===== src/rtl/comb_differencer.sv =====
`default_nettype none
// ============================================================================
//  Module      : comb_differencer
//  Description : Streaming comb stage y[n] = x[n] - x[n-M] with a runtime M,
//                valid/ready on both sides. Define COMB_SAT_EN for a
//                saturating difference and the sat_flag output.
//  Revision    : 1.0 - initial release
// ============================================================================
module comb_differencer #(
    parameter int W     = 32,
    parameter int MAX_M = 8,
    parameter int MW    = 4
) (
    input  logic          clk,
    input  logic          reset,
    input  logic          en,
    input  logic          clear,
    input  logic [MW-1:0] m_sel,
    input  logic          in_valid,
    output logic          in_ready,
    input  logic [W-1:0]  in_data,
    output logic          out_valid,
    input  logic          out_ready,
    output logic [W-1:0]  out_data,
`ifdef COMB_SAT_EN
    output logic          sat_flag,
`endif
    output logic          primed
);

    localparam int PW = (MAX_M > 1) ? $clog2(MAX_M) : 1;

    logic [W-1:0]  r_buf [MAX_M];
    logic [PW-1:0] r_wp;
    logic [MW-1:0] r_fill;
    logic [MW-1:0] r_m_lat;
    logic          r_out_valid;
    logic [W-1:0]  r_out_data;

    logic [MW-1:0] w_m_req;
    logic [PW-1:0] w_wp_last;
    logic          w_primed;
    logic          w_accept;
    logic          w_drain;
    logic [W-1:0]  w_old;
    logic [W-1:0]  w_diff;

    always_comb begin
        w_m_req = m_sel;
        if (m_sel == '0) begin
            w_m_req = MW'(1);
        end else if (m_sel > MW'(MAX_M)) begin
            w_m_req = MW'(MAX_M);
        end
    end

    assign w_wp_last = PW'(r_m_lat - MW'(1));
    assign w_primed  = (r_fill == r_m_lat);
    assign in_ready  = en & ~reset & ~clear & (~r_out_valid | out_ready);
    assign w_accept  = in_valid & in_ready;
    assign w_drain   = r_out_valid & out_ready & en;

    // Until M samples exist the missing history reads as zero, so stale
    // buffer contents never reach the output.
    assign w_old = w_primed ? r_buf[r_wp] : '0;

`ifdef COMB_SAT_EN
    logic [W:0] w_wide;
    logic       w_ovf;

    assign w_wide = {in_data[W-1], in_data} - {w_old[W-1], w_old};
    assign w_ovf  = w_wide[W] ^ w_wide[W-1];

    always_comb begin
        w_diff = w_wide[W-1:0];
        if (w_ovf) begin
            w_diff = w_wide[W] ? {1'b1, {(W-1){1'b0}}} : {1'b0, {(W-1){1'b1}}};
        end
    end

    logic r_sat;

    always_ff @(posedge clk) begin
        if (reset) begin
            r_sat <= 1'b0;
        end else if (en && !clear && w_accept) begin
            r_sat <= w_ovf;
        end
    end

    assign sat_flag = r_sat;
`else
    assign w_diff = in_data - w_old;
`endif

    always_ff @(posedge clk) begin
        if (w_accept) begin
            r_buf[r_wp] <= in_data;
        end
    end

    always_ff @(posedge clk) begin
        if (reset) begin
            r_out_valid <= 1'b0;
            r_out_data  <= '0;
            r_wp        <= '0;
            r_fill      <= '0;
            r_m_lat     <= w_m_req;
        end else if (en) begin
            if (clear) begin
                r_out_valid <= 1'b0;
                r_wp        <= '0;
                r_fill      <= '0;
                r_m_lat     <= w_m_req;
            end else if (w_accept) begin
                r_out_valid <= 1'b1;
                r_out_data  <= w_diff;
                r_wp        <= (r_wp == w_wp_last) ? '0 : r_wp + PW'(1);
                r_fill      <= w_primed ? r_fill : r_fill + MW'(1);
            end else if (w_drain) begin
                r_out_valid <= 1'b0;
            end
        end
    end

    assign out_valid = r_out_valid;
    assign out_data  = r_out_data;
    assign primed    = w_primed;

endmodule
`default_nettype wire


===== config.mk =====
export PLATFORM = sky130hd
export DESIGN_NAME = comb_differencer
export DESIGN_NICKNAME = d
export VERILOG_FILES = /design/src/rtl/comb_differencer.sv
export SDC_FILE = /design/constraint.sdc
export NUM_CORES = 1
export LEC_CHECK = 0
export CORE_ASPECT_RATIO = 2
export CORE_UTILIZATION = 52
export DETAILED_ROUTE_END_ITERATION = 10
export PLACE_DENSITY = 0.81
export SETUP_SLACK_MARGIN = 0.4
export SKIP_CTS_REPAIR_TIMING = 1
export SYNTH_ARGS = -nofsm -noshare
export SYNTH_HDL_FRONTEND = slang
export SYNTH_SLANG_ARGS = --single-unit

===== constraint.sdc =====
create_clock -name clk -period 4.8 [get_ports clk]
set_input_delay 0.72 -clock clk [delete_from_list [all_inputs] [get_ports clk]]
set_output_delay 0.72 -clock clk [all_outputs]
set_load 0.05 [all_outputs]

Yosys cells after proc, flatten, opt, wreduce, memory -nomap -nowiden
Memories as Yosys holds them, arrays and structs flattened. A register that Yosys moved wholly into a read port is not among the register bits.
Cells that the tools add are included.
{ "word_totals": {"ramBits": 256, "regBits": 44, "inputBits": 42, "wordCells": 53, "memories": 1, "output_inout_bits": 35} }
{ "classes": {"n_reduce_logical": 10, "addsub": 4, "n_lt_le_gt_ge": 1, "eq_ne": 3, "mux": 19, "n_bitwise": 10} }
{ "memory_table": {"columns": ["memory", "words", "word_bits", "read_ports", "rd_clocked_by_memory_dff", "wr", "line", "rtl"], "rows": [
  ["r_buf", 8, 32, 1, 1, 1, "33", "logic [W-1:0] r_buf [MAX_M];"]
]} }
{ "op_table": {"columns": ["cell", "n"], "rows": [
  ["32-bit 2-to-1 mux", 1],
  ["4-bit 2-to-1 mux", 8],
  ["32-bit subtractor", 1],
  ["3-bit 2-to-1 mux", 5],
  ["1-bit AND", 6],
  ["2-bit AND reduction", 3],
  ["3-bit AND reduction", 2],
  ["2-bit nonzero test", 3],
  ["1-bit 2-to-1 mux", 5],
  ["4-bit by 1-bit adder with 4-bit output, second input constant", 1],
  ["4-bit == test", 1],
  ["4-bit greater-than comparator, second input constant", 1],
  ["4-bit logical NOT", 1],
  ["3-bit by 1-bit adder with 3-bit output, second input constant", 1],
  ["3-bit == test", 1],
  ["1-bit inverter", 3],
  ["3-bit nonzero test", 1],
  ["3-bit by 1-bit subtractor with 3-bit output, second input constant", 1],
  ["2-bit != test, second input constant", 1],
  ["1-bit OR", 1]
]} }

Depth between registers and ports, before layout
Gate-level depths: netlist of run 1.
{ "logic_depth": {"word_depth": 9, "mapped_depth": 15, "depth_no_buf": 13} }

Worst setup path after synthesis of run 1
OpenSTA, ideal clock, no wires.
{ "synth_path": {"path_kind": "input-to-reg", "startpoint": "input out_ready", "endpoint": "memory r_buf[2][0], enable pin", "path_slack_ps": -443, "stages": 5, "required_time_ps": 4287, "arrival_time_ps": 4729, "setup_time_ps": 513, "path_buffers": 1, "path_cell_list": "nor2b_1 nor3_1 nand3_1 clkbuf_1 nor4b_1"} }
{ "synth_between": {"elab_chain_len": 5} }
{ "synth_rtl": {"columns": ["item", "line", "rtl"], "rows": [
  ["start, declared", "23", "input logic out_ready,"],
  ["1-bit OR", "59", "assign in_ready = en & ~reset & ~clear & (~r_out_valid | out_ready);"],
  ["1-bit AND", "59", null],
  ["1-bit AND", "60", "assign w_accept = in_valid & in_ready;"],
  ["1-bit 2-to-1 mux", "97", "if (w_accept) begin"],
  ["1-bit 2-to-1 mux (implied by the code)", "98", "r_buf[r_wp] <= in_data;"],
  ["end, declared", "33", null]
]} }
No other way between the ends.

Worst setup path in the final report of run 1
{ "layout_path": {"startpoint": "register r_m_lat[0]", "endpoint": "register r_out_data[25], in the netlist out_data[25]"} }
{ "layout_between": {"elab_chain_len": 3} }
{ "layout_rtl": {"columns": ["item", "line", "rtl"], "rows": [
  ["start, declared", "36", "logic [MW-1:0] r_m_lat;"],
  ["start signal, assigned", "108", "r_m_lat <= w_m_req;"],
  ["start signal, assigned", "114", "r_m_lat <= w_m_req;"],
  ["4-bit == test", "58", "assign w_primed = (r_fill == r_m_lat);"],
  ["32-bit 2-to-1 mux", "65", "assign w_old = w_primed ? r_buf[r_wp] : '0;"],
  ["32-bit subtractor", "93", "assign w_diff = in_data - w_old;"],
  ["end signal, assigned", "117", "r_out_data <= w_diff;"],
  ["end, declared", "38", "logic [W-1:0] r_out_data;"]
]} }
No other way between the ends.
A chain may end at the register's enable or synchronous reset.

==> metrics.md, run 1 <==
| Metric | Value |
|---|---|
| Status | `complete, no violations` |
| HP Class | `register to register` |
| Clock skew | `0.02743 ns` |
| Core area | `25030 um^2` |
| Worst setup EP type | `register` |
| Endpoints failing setup | `0` |
| Critical path startpoint category | `register` |
| Post-synth top flop | `edfxtp_1` |
| Reg-to-reg startpoint | `r_m_lat[0]$_SDFFCE_PP1P_` |
| Post-Syn Instances | `868` |
| Ports | `77` |
| Clk pin slew, worst setup/hold paths | `0.07 ns` |
| Final hold vios | `0` |
| Port-buffer cells | `76` |
| Drt wl/cell | `22.21 um` |
| Slew Limit Fails | `0` |
| CP Data Required Time | `5.23 ns` |
| Max Clk Rate | `0.2476 GHz` |
| Critical path arrival | `4.47 ns` |
| Avg Cell Area, Syn | `15.28 um^2` |
| CP max-delay cell | `nor4_4` |
| Pwr Total | `5613 uW` |
| Post-DP Area | `14620 um^2` |
| Rows | `82` |
| Synth Cell Area | `13260 um^2` |
| CP cell instances | `xor2_1 > nor4_4 > nand2_1 > ha_1 > nor2b_1 > o2111ai_1 > a31oi_1 > o21ai_0 > a211oi_1 > o21bai_1 > a21o_1 > a32o_1` |
| GRT Overall Usage | `23.09%` |
| Grt total ovfl | `0` |
| CP Max Fanout | `9` |
| Layout cell share with drive strength beyond 1 | `18.46%` |
| Vias in the first global route | `8208` |
| Root buf cell | `clkbuf_16` |
| CP delay by family, top | `compound AO/OA/AOI/OAI gates` |
| Worst skew pair latency | `0.56 ns` |
| RSZ-0062 raised after global routing | `no` |
| Max-slew headroom | `49.11%` |
| Syn nets | `945` |
| Layout Nets | `1032` |
| Area Overhead vs Synth | `17.03%` |
| CTS Buf Count | `26` |
| Routed via count | `7860` |
| Pwr dens | `361.6 nW/um^2` |
| Post-synthesis sequential area ratio | `65.35%` |
| Setup TNS | `0 ns` |
| Initial Util | `52.98%` |
| Initial antenna violation count | `1` |
| DRT Pass-1 Iters | `5` |
| Die Ht | `227.9 um` |
| Post-route cell area | `15520 um^2` |
| Worst Max-Slew Pin Slew | `0.7605 ns` |
| Post-synthesis register bit count | `303` |
| CP Launch Point | `r_m_lat[0]$_SDFFCE_PP1P_` |
| CTS max path bufs | `3` |
| Final Cycle Share | `84.15%` |
| Largest net degree at the start of global routing | `43` |
| Critical path type | `register to register` |
| Worst path bufs/invs | `0` |
| RD Place Congestion | `0.9729` |
| Final min period | `4.039 ns` |
| EDFF count, synth | `260` |
| Max incr delay on CP | `0.69 ns` |
| Distinct cells, synth | `51` |
| H-tree depth | `1` |
| Die Wd | `114.9 um` |
| Ys Warns | `0` |
| First-pass GRT wire length | `45.13 mm` |
| CTS tree | `done` |
| Routed vias/inst | `5.991` |
| Fill cells | `1805` |
| MaxCap Viol Count | `0` |
| Die area | `26190 um^2` |
| Max VDD drop | `0.2511 mV` |
| DRC | `0` |
| Drt initial violations | `520` |
| Post-detailed-routing wire length | `29.14 mm` |
| HP Start | `out_data[4]$_SDFFE_PP0P_` |
| Clock Sinks | `303` |
| Post-DP HPWL | `19.35 mm` |
| Fin util | `62.01%` |
| Antenna Nets Post-Route | `0` |
| Asr flop ratio synth | `0%` |
| P_leak | `0.005014 uW` |
power by group:
group          internal [uW]  total (uW)  leakage, uW  switching [uW]
clock network           1240        2190     0.000431             950
registers               2880        2900      0.00269            18.9
logic                    216         530      0.00189             314
total                   4330        5610      0.00501            1280
registers in the layout (all words and copies together), names as in the netlist, named ones only:
signal and flops:
r_buf 256, out_data 32, r_fill 4, r_m_lat 4, r_wp 3, out_valid 1
layout make-up:
| class | count | area (um^2) | share of cell area (%) |
|---|---|---|---|
| Multi-Input combinational cell | 507 | 4459 | 28.73 |
| Antenna cell | 1 | 2.502 | 0.01612 |
| Clock inverter | 16 | 186.4 | 1.201 |
| Clock buffer | 32 | 714.4 | 4.603 |
| Timing Repair Buffer | 103 | 1013 | 6.529 |
| Inverter | 14 | 52.55 | 0.3385 |
| Tap cell | 336 | 420.4 | 2.708 |
| Sequential cell | 303 | 8673 | 55.88 |
synthesized netlist by cell type, types with 4 or more instances:
library cell | number | area [um^2]
edfxtp_1 | 260 | 7807
nand2_1 | 91 | 341.6
mux4_2 | 64 | 1441
a21oi_1 | 60 | 300.3
dfxtp_1 | 43 | 860.8
nor2_1 | 39 | 146.4
clkbuf_1 | 35 | 131.4
ha_1 | 34 | 425.4
mux2_2 | 31 | 349.1
o21ai_0 | 26 | 130.1
xor2_1 | 21 | 183.9
a21o_1 | 18 | 135.1
inv_1 | 14 | 52.55
xnor2_1 | 14 | 122.6
nand3_1 | 12 | 60.06
nor3_1 | 11 | 55.05
buf_2 | 8 | 40.04
nor2b_1 | 8 | 50.05
nand3b_1 | 7 | 52.55
nand4_1 | 7 | 43.79
o21bai_1 | 7 | 52.55
a31oi_1 | 4 | 25.02
and2_1 | 4 | 25.02
per-layer routing:
metal  wire, um  up-vias  share of wire, %  GRT usage (%)
met4       1327        0               4.6          10.75
met5          0        -                 0              0
li1           -     3538                 -              -
met3       1667       88               5.7          2.922
met1      10130     3910                35          25.88
met2      16010      324                55          42.51
kinds of logic after synthesis:
| family | share of synthesized area [%] |
|---|---|
| XOR/XNOR | 2.311 |
| buffers and inverters | 1.773 |
| AO/OA/AOI/OAI | 6.820 |
| AND/OR/NAND/NOR | 6.735 |
| multiplexers | 13.65 |
| adder cells (fa/ha/maj) | 3.358 |
| flip-flops | 65.35 |
metrics by stage:
stage,instances,setup WS (ns),hold WS (ns)
after floorplan,868,0.4242,0.4984
after global placement,1263,0.9613,0.4411
after detailed placement,1263,0.9576,0.4458
after CTS,1311,0.8576,0.4538
after global routing,1312,0.5817,0.4856
final,1312,0.7610,0.4581
worst min-delay path: stages (launching register included):
cell,delay [ns]
dfxtp_1,0.31
nand2_1,0.05
a21oi_1,0.05
placed cells by master (no fill, tap or decap), types with 9 or more instances in the layout:
master             n
nor3_1             9
xnor2_1           14
buf_4             23
dfxtp_1           41
edfxtp_1         260
a21o_1            18
nand2_1           91
clkbuf_16         27
inv_1             14
a21oi_1           60
o21ai_0           26
nor2_1            38
clkdlybuf4s50_1   76
xor2_1            21
mux4_2            64
ha_1              34
mux2_2            31
nand3_1           11
worst paths after layout:
kind                                     to  cells after the start  slack, ns
setup / recovery  out_data[25]$_SDFFE_PP0P_                     12       0.76
hold / removal     out_data[4]$_SDFFE_PP0P_                      2       0.46
setup reg to reg  out_data[25]$_SDFFE_PP0P_                     12       0.76
hold reg to reg    out_data[4]$_SDFFE_PP0P_                      2       0.46
Power figures use the tool's default switching activity.
==> run 2: changes to the inputs <==
--- a/config.mk
+++ b/config.mk
@@ -8,7 +8,7 @@
 export CORE_ASPECT_RATIO = 2
 export CORE_UTILIZATION = 52
 export DETAILED_ROUTE_END_ITERATION = 10
-export PLACE_DENSITY = 0.81
+export PLACE_DENSITY = 0.78
 export SETUP_SLACK_MARGIN = 0.4
 export SKIP_CTS_REPAIR_TIMING = 1
 export SYNTH_ARGS = -nofsm -noshare
==> constraint.sdc (replaced) <==
create_clock -name clk -period 4 [get_ports clk]
set_input_delay 0.6 -clock clk [delete_from_list [all_inputs] [get_ports clk]]
set_output_delay 0.6 -clock clk [all_outputs]
set_load 0.05 [all_outputs]
==> metrics.md, run 2 (same netlist as run 1, synthesis figures left out) <==
| Metric | Value |
|---|---|
| Worst setup EP type | `register` |
| Max Clk Rate | `0.2804 GHz (+13%)` |
| Clock skew | `0.01106 ns (-0.01637 ns)` |
| Cell Count, Final, Fillers Out | `1340 (+2.1%)` |
| CP max-delay cell | `mux4_2` |
| First-pass GRT wire length | `46.17 mm (+2.3%)` |
| Layout cell share with drive strength beyond 1 | `25.50% (+7.0 points)` |
| Drt initial violations | `670 (+29%)` |
| Status | `complete, no violations` |
| Drt wl/cell | `23.88 um (+7.6%)` |
| CTS Buf Count | `26 (unchanged)` |
| Antenna Nets Post-Route | `0 (unchanged)` |
| Max FFs per register | `256 (unchanged)` |
| Max-slew headroom | `48.35% (-0.76 points)` |
| CP cell instances | `buf_12 > clkbuf_16 > mux4_2 > mux2_2 > nand2_1 > ha_2 > a21oi_2 > o21ai_1 > nor2b_1 > a2111oi_2 > o21ai_1 > a31oi_1 > xor2_1 > o21ai_0` |
| CP Data Required Time | `4.41 ns (-0.82 ns)` |
| Initial Util | `52.98% (unchanged)` |
| Layout Nets | `1061 (+2.8%)` |
| Max VDD drop | `0.4038 mV (+61%)` |
| CP Capture Point | `out_data[30]$_SDFFE_PP0P_` |
| Ant diodes | `0 (-1)` |
| RD Place Congestion | `0.9762 (+0.34%)` |
| Pwr dens | `412.2 nW/um^2 (+14%)` |
| Commonest non-fill, non-tap cell in the layout | `edfxtp_1` |
| P_leak | `0.005200 uW (+3.7%)` |
| Placed cells | `1277 (+1.1%)` |
| Routed vias/inst | `6.043 (+0.88%)` |
| Die area | `26190 um^2 (unchanged)` |
| HP Class | `register to register` |
| Worst skew pair latency | `0.54 ns (-0.02 ns)` |
| CP delay by family, top | `compound AO/OA/AOI/OAI gates` |
| Largest reg by FF count | `r_buf` |
| Post-detailed-routing wire length | `32.00 mm (+9.8%)` |
| Endpoints failing setup | `0 (unchanged)` |
| Rows | `82 (unchanged)` |
| DRT Pass-1 Iters | `7 (+2)` |
| Metal1 wirelength | `11.62 mm (+15%)` |
| Met3 routed WL | `1.789 mm (+7.3%)` |
| Post-DP HPWL | `20.02 mm (+3.5%)` |
| Crit path depth | `14 (+2)` |
| CP Max Fanout | `8 (-1)` |
| Most frequent CP cell | `o21ai_1` |
| Worst Max-Slew Pin Slew | `0.7719 ns (+0.01141 ns)` |
| Die Ht | `227.9 um (unchanged)` |
| Root buf cell | `clkbuf_16` |
| Ports | `77 (unchanged)` |
| RR Endpoint | `out_data[30]$_SDFFE_PP0P_` |
| Die Wd | `114.9 um (unchanged)` |
| Met2 WL | `17.35 mm (+8.4%)` |
| Clock Sinks | `303 (unchanged)` |
| GRT Overall Usage | `24.11% (+1.0 points)` |
| Grt total ovfl | `0 (unchanged)` |
| Fill cells | `1800 (-0.28%)` |
| Final Cycle Share | `89.16% (+5.0 points)` |
| Worst path bufs/invs | `2 (+2)` |
| HP Start | `out_data[3]$_SDFFE_PP0P_` |
| Critical path type | `register to register` |
| R2R Setup Slk | `0.43 ns (-0.33 ns)` |
| Vias in the first global route | `8063 (-1.8%)` |
| Port-buffer cells | `76 (unchanged)` |
| CTS tree | `done` |
| Commonest non-fill, non-tap cells in the layout | `edfxtp_1, nand2_1, clkdlybuf4s50_1, mux4_2, a21oi_1` |
| Largest net degree at the start of global routing | `39 (-9.3%)` |
| Slew Limit Fails | `0 (unchanged)` |
| Core area | `25030 um^2 (unchanged)` |
| H-tree depth | `1 (unchanged)` |
| Area Overhead vs Synth | `21.66%` |
| Depth of the most critical reg-to-reg path | `14 (+2)` |
| Highest metal used | `met4` |
| Critical path arrival | `3.98 ns (-0.49 ns)` |
| Routed via count | `8098 (+3.0%)` |
| Initial antenna violation count | `0 (-1)` |
| CTS max path bufs | `3 (unchanged)` |
| Critical path startpoint category | `register` |
| RSZ-0062 raised after global routing | `yes` |
| DRC | `0 (unchanged)` |
| Setup TNS | `0 ns (unchanged)` |
| Max incr delay on CP | `0.51 ns (-0.18 ns)` |
| Final hold vios | `0 (unchanged)` |
| Clk pin slew, worst setup/hold paths | `0.07 ns (about the same)` |
| MaxCap Viol Count | `0 (unchanged)` |
| Final min period | `3.566 ns (-0.4726 ns)` |
run 2: cell types whose count changed in the layout (fill, tap and decap cells not counted), moves of 8 or more:
cell,delta
buf_4,+17
ha_1,-16
a21oi_1,-12
a21oi_2,+9
ha_2,+8
ha_4,+8
run 2: where the power goes:
group	internal [uW]	switching [uW]	total, uW	leakage (uW)
logic	325	429	754	0.00210
registers	3450	22.2	3470	0.00269
clock network	1320	1100	2420	0.000405
run 2: worst reg2reg max path, cell delays in order, from the launching register on:
cell and delay, ns:
dfxtp_4 0.48, buf_12 0.15, clkbuf_16 0.15, mux4_2 0.51, mux2_2 0.27, nand2_1 0.08, ha_2 0.31, a21oi_2 0.18
o21ai_1 0.12, nor2b_1 0.18, a2111oi_2 0.35, o21ai_1 0.09, a31oi_1 0.23, xor2_1 0.23, o21ai_0 0.10
run 2: stage by stage:
stage                     area, um^2  setup slack (ns)  hold slack, ns  total power [uW]  utilization, %
after floorplan                13310            0.4106          0.4984              3945               -
after global placement         14760            0.2613          0.4356              4187           58.97
after detailed placement       14760            0.1785          0.4443              4192           58.97
after CTS                      15580            0.1255          0.4617              6589           62.24
after global routing           16140            0.3194          0.4696              6840           64.46
final                          16140            0.4337          0.4539              6652           64.46
run 2: per-layer routing:
layer	GRT usage [%]	vias up
met5	0	-
met4	8.969	0
met3	2.949	76
met2	43.02	317
met1	29.51	4105
li1	-	3600
run 2: cell type report:
| type | instances | area, um^2 | share of cell area [%] |
|---|---|---|---|
| Timing Repair Buffer | 132 | 1360 | 8.428 |
| Clock buffer | 38 | 757.0 | 4.691 |
| Sequential cell | 303 | 8673 | 53.75 |
| Inverter | 14 | 52.55 | 0.3257 |
| Multi-Input combinational cell | 507 | 4811 | 29.81 |
| Clock inverter | 10 | 62.56 | 0.3877 |
| Tap cell | 336 | 420.4 | 2.605 |
run 2: worst min-delay path by stage:
stage,end,depth (start not counted),slack [ns]
floorplan,r_fill[3]$_SDFFE_PP0P_,2,0.50
global placement,out_data[30]$_SDFFE_PP0P_,2,0.44
detailed placement,out_data[9]$_SDFFE_PP0P_,2,0.44
CTS,out_data[3]$_SDFFE_PP0P_,2,0.46
global route,out_data[9]$_SDFFE_PP0P_,2,0.47
finish,out_data[3]$_SDFFE_PP0P_,2,0.45
